$ cat config.mk
export PLATFORM = sky130hd
export DESIGN_NAME = oled_pixel_streamer_flat
export DESIGN_NICKNAME = d
export VERILOG_FILES = /design/src/rtl/oled_pixel_streamer_if.sv /design/src/rtl/oled_pixel_streamer.sv /design/src/flat_wrapper.sv
export SDC_FILE = /design/constraint.sdc
export NUM_CORES = 1
export LEC_CHECK = 0
export ABC_AREA = 1
export CORE_MARGIN = 4
export CORE_UTILIZATION = 50
export CTS_BUF_LIST = sky130_fd_sc_hd__clkbuf_4 sky130_fd_sc_hd__clkbuf_8
export CTS_CLUSTER_SIZE = 14
export DETAILED_ROUTE_END_ITERATION = 6
export PLACE_DENSITY_LB_ADDON = 0.3
export SLEW_MARGIN = 25
export SYNTH_ARGS = -nofsm -noshare
export SYNTH_HDL_FRONTEND = slang
export SYNTH_SLANG_ARGS = --single-unit
$ cat constraint.sdc
create_clock -name CLK -period 1.8 [get_ports CLK]
set_clock_uncertainty 0.15 [all_clocks]
set_input_delay 0.36 -clock CLK [delete_from_list [all_inputs] [get_ports CLK]]
set_output_delay 0.36 -clock CLK [all_outputs]
set_load 0.01 [all_outputs]
$ cat src/rtl/oled_pixel_streamer_if.sv
// Pixel-source and OLED pin bundle for oled_pixel_streamer.
// master = streamer side, slave = colour generator / panel / controller side.
interface oled_pixel_streamer_if;
  logic        frame_en;
  logic [15:0] pixel_data;
  logic [12:0] pixel_index;
  logic [6:0]  x;
  logic [5:0]  y;
  logic        cs_n;
  logic        sclk;
  logic        sdin;
  logic        dc;
  logic        frame_begin;
  logic        busy;

  modport master (
    input  frame_en, pixel_data,
    output pixel_index, x, y, cs_n, sclk, sdin, dc, frame_begin, busy
  );

  modport slave (
    output frame_en, pixel_data,
    input  pixel_index, x, y, cs_n, sclk, sdin, dc, frame_begin, busy
  );
endinterface

$ cat src/rtl/oled_pixel_streamer.sv
// Frame scanner and MSB-first SPI shifter for an RGB565 OLED (96x64 by default).
// Define OLED_WINDOW_CMD_EN to prefix every frame with the column/row window command bytes.
//
// state    | meaning
// ---------+-----------------------------------------------------------
// IDLE     | cs_n high, waiting for frame_en
// CMD      | 6 window command bytes, dc=0, 16 cycles per byte
// PREFETCH | 4 cycles at pixel 0, first colour word captured on the last
// PIXEL    | 32-cycle slots, 16 bits each, coordinates one pixel ahead
// GAP      | cs_n high for GAP_CYCLES, then restart or go idle
module oled_pixel_streamer #(
  parameter int WIDTH      = 96,
  parameter int HEIGHT     = 64,
  parameter int GAP_CYCLES = 16
) (
  input logic                   CLK,
  input logic                   RESET_N,
  oled_pixel_streamer_if.master bus
);

  localparam int NPIX     = WIDTH * HEIGHT;
  localparam int CMD_LEN  = 96;
  localparam int PRE_LEN  = 4;
  localparam int SLOT_LEN = 32;
  localparam int CNT_MAX  = (GAP_CYCLES > CMD_LEN) ? GAP_CYCLES : CMD_LEN;
  localparam int CW       = $clog2(CNT_MAX);

  localparam logic [CW-1:0] PRE_LOAD  = CW'(PRE_LEN - 1);
  localparam logic [CW-1:0] SLOT_LOAD = CW'(SLOT_LEN - 1);
  localparam logic [CW-1:0] GAP_LOAD  = CW'(GAP_CYCLES - 1);
  localparam logic [6:0]    X_LAST    = 7'(WIDTH - 1);
  localparam logic [5:0]    Y_LAST    = 6'(HEIGHT - 1);
  localparam logic [12:0]   IDX_LAST  = 13'(NPIX - 1);

  typedef enum logic [2:0] {IDLE, CMD, PREFETCH, PIXEL, GAP} state_t;

`ifdef OLED_WINDOW_CMD_EN
  localparam logic [CW-1:0] CMD_LOAD    = CW'(CMD_LEN - 1);
  localparam state_t        START_STATE = CMD;
  localparam logic [CW-1:0] START_LOAD  = CMD_LOAD;
`else
  localparam state_t        START_STATE = PREFETCH;
  localparam logic [CW-1:0] START_LOAD  = PRE_LOAD;
`endif

  state_t        state, state_d;
  logic [CW-1:0] cnt, cnt_d;
  logic [6:0]    x_q;
  logic [5:0]    y_q;
  logic [12:0]   idx_q;
  logic [15:0]   word_q;
  logic          load_word, advance;
  logic          cs_n_c, sclk_c, sdin_c, dc_c, busy_c;

  // Coordinates already point at the pixel after the one being sent, so
  // index 0 inside PIXEL can only mean the final slot of the frame.
  logic last_slot;
  assign last_slot = (idx_q == '0);

`ifdef OLED_WINDOW_CMD_EN
  logic [2:0] cmd_sel;
  logic [7:0] cmd_cur;
  always_comb begin
    cmd_sel = 3'd5 - cnt[6:4];
    case (cmd_sel)
      3'd0:    cmd_cur = 8'h15;
      3'd1:    cmd_cur = 8'h00;
      3'd2:    cmd_cur = 8'(WIDTH - 1);
      3'd3:    cmd_cur = 8'h75;
      3'd4:    cmd_cur = 8'h00;
      default: cmd_cur = 8'(HEIGHT - 1);
    endcase
  end
`endif

  always_ff @(posedge CLK or negedge RESET_N) begin
    if (!RESET_N) begin
      state <= IDLE;
      cnt   <= '0;
    end else begin
      state <= state_d;
      cnt   <= cnt_d;
    end
  end

  always_comb begin
    state_d   = state;
    cnt_d     = cnt - 1'b1;
    load_word = 1'b0;
    advance   = 1'b0;
    case (state)
      IDLE: begin
        cnt_d = '0;
        if (bus.frame_en) begin
          state_d = START_STATE;
          cnt_d   = START_LOAD;
        end
      end
`ifdef OLED_WINDOW_CMD_EN
      CMD: begin
        if (cnt == '0) begin
          state_d = PREFETCH;
          cnt_d   = PRE_LOAD;
        end
      end
`endif
      PREFETCH: begin
        if (cnt == '0) begin
          state_d   = PIXEL;
          cnt_d     = SLOT_LOAD;
          load_word = 1'b1;
          advance   = 1'b1;
        end
      end
      PIXEL: begin
        if (cnt == '0) begin
          if (last_slot) begin
            state_d = GAP;
            cnt_d   = GAP_LOAD;
          end else begin
            cnt_d     = SLOT_LOAD;
            load_word = 1'b1;
            advance   = 1'b1;
          end
        end
      end
      GAP: begin
        if (cnt == '0) begin
          if (bus.frame_en) begin
            state_d = START_STATE;
            cnt_d   = START_LOAD;
          end else begin
            state_d = IDLE;
            cnt_d   = '0;
          end
        end
      end
      default: begin
        state_d = IDLE;
        cnt_d   = '0;
      end
    endcase
  end

  // Odd counter values are the sclk-low half of each bit cell, so sdin only
  // moves while sclk is low and the panel sees it settled on the rising edge.
  always_comb begin
    cs_n_c = 1'b1;
    sclk_c = 1'b1;
    sdin_c = 1'b0;
    dc_c   = 1'b0;
    busy_c = 1'b1;
    case (state)
      IDLE: busy_c = 1'b0;
`ifdef OLED_WINDOW_CMD_EN
      CMD: begin
        cs_n_c = 1'b0;
        sclk_c = ~cnt[0];
        sdin_c = cmd_cur[cnt[3:1]];
      end
`endif
      PREFETCH: begin
        cs_n_c = 1'b0;
        dc_c   = 1'b1;
      end
      PIXEL: begin
        cs_n_c = 1'b0;
        dc_c   = 1'b1;
        sclk_c = ~cnt[0];
        sdin_c = word_q[cnt[4:1]];
      end
      default: ;
    endcase
  end

  always_ff @(posedge CLK or negedge RESET_N) begin
    if (!RESET_N) begin
      x_q    <= '0;
      y_q    <= '0;
      idx_q  <= '0;
      word_q <= '0;
    end else begin
      if (load_word) word_q <= bus.pixel_data;
      if (advance) begin
        if (x_q == X_LAST) begin
          x_q <= '0;
          y_q <= (y_q == Y_LAST) ? '0 : y_q + 1'b1;
        end else begin
          x_q <= x_q + 1'b1;
        end
        idx_q <= (idx_q == IDX_LAST) ? '0 : idx_q + 1'b1;
      end
    end
  end

  assign bus.cs_n        = cs_n_c;
  assign bus.sclk        = sclk_c;
  assign bus.sdin        = sdin_c;
  assign bus.dc          = dc_c;
  assign bus.busy        = busy_c;
  assign bus.frame_begin = (state == START_STATE) && (cnt == START_LOAD);
  assign bus.x           = x_q;
  assign bus.y           = y_q;
  assign bus.pixel_index = idx_q;

endmodule

$ cat src/flat_wrapper.sv
// flat-port wrapper written by rule: the top's interface ports become plain ports
module oled_pixel_streamer_flat 
#(
  parameter int WIDTH      = 96,
  parameter int HEIGHT     = 64,
  parameter int GAP_CYCLES = 16
)
  (CLK, RESET_N, bus_frame_en, bus_pixel_data, bus_pixel_index, bus_x, bus_y, bus_cs_n, bus_sclk, bus_sdin, bus_dc, bus_frame_begin, bus_busy);
  oled_pixel_streamer_if bus_i ();
  input logic CLK;
  input logic RESET_N;
  input wire logic [$bits(bus_i.frame_en)-1:0] bus_frame_en;
  input wire logic [$bits(bus_i.pixel_data)-1:0] bus_pixel_data;
  output wire logic [$bits(bus_i.pixel_index)-1:0] bus_pixel_index;
  output wire logic [$bits(bus_i.x)-1:0] bus_x;
  output wire logic [$bits(bus_i.y)-1:0] bus_y;
  output wire logic [$bits(bus_i.cs_n)-1:0] bus_cs_n;
  output wire logic [$bits(bus_i.sclk)-1:0] bus_sclk;
  output wire logic [$bits(bus_i.sdin)-1:0] bus_sdin;
  output wire logic [$bits(bus_i.dc)-1:0] bus_dc;
  output wire logic [$bits(bus_i.frame_begin)-1:0] bus_frame_begin;
  output wire logic [$bits(bus_i.busy)-1:0] bus_busy;
  assign bus_i.frame_en = bus_frame_en;
  assign bus_i.pixel_data = bus_pixel_data;
  assign bus_pixel_index = bus_i.pixel_index;
  assign bus_x = bus_i.x;
  assign bus_y = bus_i.y;
  assign bus_cs_n = bus_i.cs_n;
  assign bus_sclk = bus_i.sclk;
  assign bus_sdin = bus_i.sdin;
  assign bus_dc = bus_i.dc;
  assign bus_frame_begin = bus_i.frame_begin;
  assign bus_busy = bus_i.busy;
  oled_pixel_streamer #(.WIDTH(WIDTH), .HEIGHT(HEIGHT), .GAP_CYCLES(GAP_CYCLES)) u_core (.CLK(CLK), .RESET_N(RESET_N), .bus(bus_i));
endmodule
### Word-level counts from Yosys, hierarchy flattened

Cells that the tools add are included.

| operators by class | value |
|---|---|
| bitwise operators | 1 |
| equal/unequal tests | 12 |
| reduce and logical (&&, ||, !) cells | 7 |
| $add $sub $neg | 4 |
| $lt $le $gt $ge | 1 |
| multiply operators | 0 |
| divide/modulo/power cells | 0 |
| muxes and demuxes | 27 |
| shift-type cells | 0 |

Operators with widths:

| operator | number |
|---|---|
| two-way mux 7 bit | 4 |
| one-hot mux 7 bit (4 select lines) | 1 |
| two-way mux 3 bit | 5 |
| adder 13 x 1 -> 13 bit (second input constant) | 1 |
| equality test 13 bit (second input constant) | 1 |
| logical NOT 13 bit | 1 |
| two-way mux 13 bit | 1 |
| one-hot mux 3 bit (4 select lines) | 1 |
| two-way mux 1 bit | 9 |
| != test 2 x 1 -> 1 bit (second input constant) | 4 |
| adder 7 x 1 -> 7 bit (second input constant) | 1 |
| equality test 7 x 2 -> 1 bit (second input constant) | 1 |
| equality test 7 bit (second input constant) | 1 |
| logical NOT 7 bit | 1 |
| subtractor 7 x 1 -> 7 bit (second input constant) | 1 |
| adder 6 x 1 -> 6 bit (second input constant) | 1 |
| equality test 3 x 2 -> 1 bit (second input constant) | 2 |
| equality test 6 bit (second input constant) | 1 |
| two-way mux 6 bit | 1 |
| < comparator 4 x 5 -> 1 bit (second input constant) | 1 |
| two-way mux 5 bit | 1 |
| AND reduction 5 bit | 1 |
| binary-select mux 1 bit (select 4 bit) | 1 |
| two-way mux 2 bit | 2 |
| 8 further kinds | 8 |

| storage, ports and cells | value |
|---|---|
| output and inout bits | 32 |
| ROM bits | 0 |
| logic and storage cells | 58 |
| register bits after elaboration | 52 |
| bits of input ports | 19 |
| bits in writable memories | 0 |
| memories | 0 |
| bits in latches | 0 |

### Logic depth before layout (Yosys ltp)

| depth | value |
|---|---|
| depth in word-level cells | 5 |
| depth in mapped cells | 11 |
| mapped depth without buffers | 10 |

### Worst setup path before layout

No wires, ideal clock.

| timing | value |
|---|---|
| path type | register -> register |
| start point | reg u_core.cnt[1] |
| end point | reg u_core.idx_q[5] (netlist: u_core.bus.pixel_index[5]) |
| arrival time | 1,504 ps |
| clock period less this slack | 1,771 ps |
| setup slack | 29 ps |
| cell stages (with the launch flop) | 12 |
| buffers on the path | 2 |
| path through | dfrtp_1 -> inv_1 -> ha_1 -> nand2_1 -> nor2_2 -> nand2_2 -> nor2_4 -> nand2_2 -> buf_6 -> buf_6 -> nand2_1 -> nand2_1 |

| on the way | value |
|---|---|
| cells in the longest elaborated chain, start to end | 3 |
| elaborated cells between the ends (all ways) | 4 |
| classes of those cells | mux: 3; reduce/logical: 1 |

RTL lines:

| what | RTL line | text |
|---|---|---|
| start, declared | oled_pixel_streamer.sv:47 | `logic [CW-1:0] cnt, cnt_d;` |
| start signal, assigned | oled_pixel_streamer.sv:82 | `cnt <= cnt_d;` |
| logical NOT 7 bit * | oled_pixel_streamer.sv:108, oled_pixel_streamer.sv:116 |  |
| two-way mux 1 bit, on equally long branches | oled_pixel_streamer.sv:116, oled_pixel_streamer.sv:108 |  |
| one-hot mux 1 bit (2 select lines) * | oled_pixel_streamer.sv:91 | `case (state)` |
| end signal, assigned | oled_pixel_streamer.sv:191 | `idx_q <= (idx_q == IDX_LAST) ? '0 : idx_q + 1'b1;` |
| end, declared | oled_pixel_streamer.sv:50 | `logic [12:0] idx_q;` |

Every way passes the cells marked *; elsewhere a longest branch is shown, timed or not.
A chain may end at the register's enable or synchronous reset.

### Worst setup path after layout

| timing | value |
|---|---|
| start point | reg u_core.cnt[2] |
| end point | out bus_sdin |

| on the way | value |
|---|---|
| cells in the longest elaborated chain, start to end | 3 |

RTL lines:

| what | RTL line | text |
|---|---|---|
| binary-select mux 1 bit (select 4 bit) | oled_pixel_streamer.sv:170 | `sdin_c = word_q[cnt[4:1]];` |
| two-way mux 1 bit (not written as such) | oled_pixel_streamer.sv:170 |  |
| two-way mux 1 bit | oled_pixel_streamer.sv:153 | `case (state)` |
| end, declared | flat_wrapper.sv:19 | `output wire logic [$bits(bus_i.sdin)-1:0] bus_sdin;` |

Every way passes these cells. The select of a mux whose other input is x is not followed.

==> flow_summary.yaml <==
floorplan:
  die_y_um: 85.2
  die_area_mm2: 0.00727
  rows: 27
  start_util: 0.529
  core_mm2: 0.00564
  die_x_um: 85.2
  io-pin-count: 51
grt:
  grt_pass1_wl_um: 13500
  grtUsageTotal: 0.224
  grt_max_degree: 42
  antenna_found_initial: 0
  overflow: 0
  grt_pass1_vias: 3001
critical_path:
  start_kind: "register"
  cp_common_cell: "nand3_1"
  cp.arrival_ns: 1.60
  critPathCaptureType: "output pin"
  criticalPathCategory: "register to output pin"
  required_ns: 1.29
  rrSetupSlack_ns: -0.17
  cpMaxStageDelayCell: "dfrtp_2"
  crit_chain: "buf_4 > nor2_1 > o21ai_0 > nand3_1 > nand3_1 > a21boi_1 > buf_2"
  crit_fanout: 7
  max_stage_delay_ns: 0.41
yosys:
  synthesis.instances: 410
  yosysTopAreaCellShare: 0.436
  ys_types: 28
  syn_area_mm2: 0.00298
  yosysTopAreaCell: "dfrtp_1"
  synthTopCellsByArea: "dfrtp_1, nand2_1, nand3_1, inv_1, nor2_1"
  synthFlopType: "dfrtp_1"
  synth_seq_cells: 52
  synth_edf_count: 0
  syn_nets: 435
  synth_area_per_cell_um2: 7.28
  ys.warnings.count: 0
  synth-async-reset-ratio: 1.00
  synth-seq-area-share: 0.436
drt:
  wl_per_cell_um: 13.7
  dr.pass1.iters: 5
  routed_via_density: 5.26
  route.detailed.drc: 0
  final_antenna_net_count: 0
  routed_wl_um: 8410
  drt-initial-drc-count: 150
  via_count: 3241
timing:
  fin_crit_sh: 1.17
  setup_ws_ns: -0.312
  finalSetupViolCount: 49
  fmax_mhz: 473
  hold_violations: 0
  worst_pin_slew_ns: 0.450
  post-route-min-period_ns: 2.11
  slew_viol_final: 0
  rsz0062_at_grt: "yes"
  tns_ns: -5.42
  slew_headroom: 0.698
power_and_ir_drop:
  combPwrFrac: 0.582
  swShare: 0.412
  power-per-cell-area_mw_per_mm2: 1380
  vdd_drop_max_uv: 909
  p_sw_mw: 2.47
  p_leak_nw: 2.32
  p_int_mw: 3.53
  p_seq_frac: 0.297
  p_clk_frac: 0.121
outcome:
  outcome: "finished with violations"
  violations: "setup timing"
finish:
  final_util: 0.773
  fin_area_mm2: 0.00436
  syn_to_final_growth_pct: 46.2
  fin_nets: 568
  antennaDiodeCount: 0
  drive_gt1_frac: 0.250
placed_design:
  gp_congestion: 0.870
  placed_cell_area_mm2: 0.00399
  io_buffers: 50
  dp_hpwl_um: 5700
cts:
  worstSkewPairLatency_ns: 0.31
  clk_pin_slew_ns: 0.10
  htree_levels: 2
  cts.path.max_buffers: 2
  cts_tree: "yes"
  cts_made_buffers: 5
  cts_root_buffer: "clkbuf_8"
  cts_sinks: 52
run:
  maxCapViolCount: 0
worst_hold_path:
  min_path_type: "input port to asynchronous set/reset pin"
==> cell type report <==
| type | instances | area, um^2 |
|---|---|---|
| Clock inverter | 1 | 7.51 |
| Fill cell | 404 | 1280 |
| Multi-Input combinational cell | 302 | 1510 |
| Sequential cell | 52 | 1310 |
| Inverter | 46 | 175 |
| Timing Repair Buffer | 136 | 1180 |
| Tap cell | 72 | 90.1 |
| Clock buffer | 7 | 90.1 |
==> state kept, by name, summed over array words and instances, names as in the netlist <==
register and cells:
u_core.word_q 16, u_core.state 3, u_core.cnt 7, u_core.bus.y 6, u_core.bus.x 7, u_core.bus.pixel_index 13
==> power by group through the flow <==
stage | combinational [mW] | sequential (mW) | clock, mW
3_3_place_gp | 2.89 | 1.78 | 0
4_1_cts | 3.16 | 1.74 | 0.741
5_1_grt | 3.85 | 1.82 | 0.789
6_report | 3.49 | 1.78 | 0.725
3_5_place_dp | 2.99 | 1.78 | 0
2_1_floorplan | 1.60 | 1.78 | 0
==> critical path: cells and delay by family, from the launching register on <==
kind                   cells  cell delay, ns
DFF                        1            0.41
buffers and inverters      2            0.32
and+or+nand+nor            3            0.29
AOI/OAI and AO/OA          2            0.27
==> kinds of logic after synthesis <==
family,Yosys count,synth area share
flops,52,0.436
simple gates,235,0.326
xor+xnor,14,0.0411
compound gates,47,0.0852
buf+inv,56,0.0860
fa+ha+maj,6,0.0252
==> metal layers <==
| metal | GRT usage | part of all wire |
|---|---|---|
| met1 | 0.291 | 0.43 |
| met2 | 0.372 | 0.49 |
| met3 | 0.0437 | 0.058 |
| met4 | 0.0791 | 0.021 |
| met5 | 0 | 0 |
==> Yosys cell counts, types with 2 or more instances <==
library cell / instances
a21oi_1: 4
buf_2: 4
buf_6: 5
dfrtp_1: 52
ha_1: 6
inv_1: 42
inv_2: 3
nand2_1: 139
nand2_2: 2
nand3_1: 34
nand4_1: 7
nor2_1: 42
nor2_2: 3
nor3_1: 6
o211ai_1: 2
o21ai_0: 30
o21ai_1: 6
xnor2_1: 6
xor2_1: 8
==> layout by cell type (no fill, tap or decap), types with 7 or more instances in the layout <==
cell,instances
buf_4,74
nor2_1,33
dlygate4sd2_1,13
o21ai_1,11
buf_6,9
inv_2,7
nand3_1,33
dfrtp_1,48
clkdlybuf4s50_1,25
nand4_1,7
o21ai_0,25
nand2_1,133
nor2_2,8
inv_1,37
xor2_1,8
==> repair_timing <==
item	4_1_cts	5_1_grt
pin swaps	2	7
hold buffers	1	0
resized for setup	51	41
setup buffers	15	9
gates cloned	0	0
endpoints found under the setup margin	77	63
hold endpoints to repair	11	0
==> through the flow <==
stage	power (mW)	worst slack [ns]	std cells	hold WS (ns)
5_1_grt	6.45	-0.368	616	0.346
4_1_cts	5.65	-0.242	608	0.323
2_1_floorplan	3.38	0.0289	410	-0.0856
3_5_place_dp	4.77	-0.371	584	0.121
6_report	6.00	-0.312	616	0.315
3_3_place_gp	4.67	-0.299	584	0.116
==> path summary, 6_finish.rpt <==
| kind | from | endpoint | depth (start not counted) |
|---|---|---|---|
| setup / recovery | u_core.cnt[2] | bus_sdin | 7 |
| hold / removal | RESET_N | u_core.bus.x[5] | 2 |
| setup reg to reg | u_core.cnt[1] | u_core.bus.pixel_index[5] | 12 |
| hold reg to reg | u_core.word_q[13] | u_core.word_q[13] | 2 |
| max in group asynchronous | RESET_N | u_core.bus.pixel_index[3] | 3 |
| min in group CLK | u_core.word_q[13] | u_core.word_q[13] | 2 |
Power figures use the tool's default switching activity.
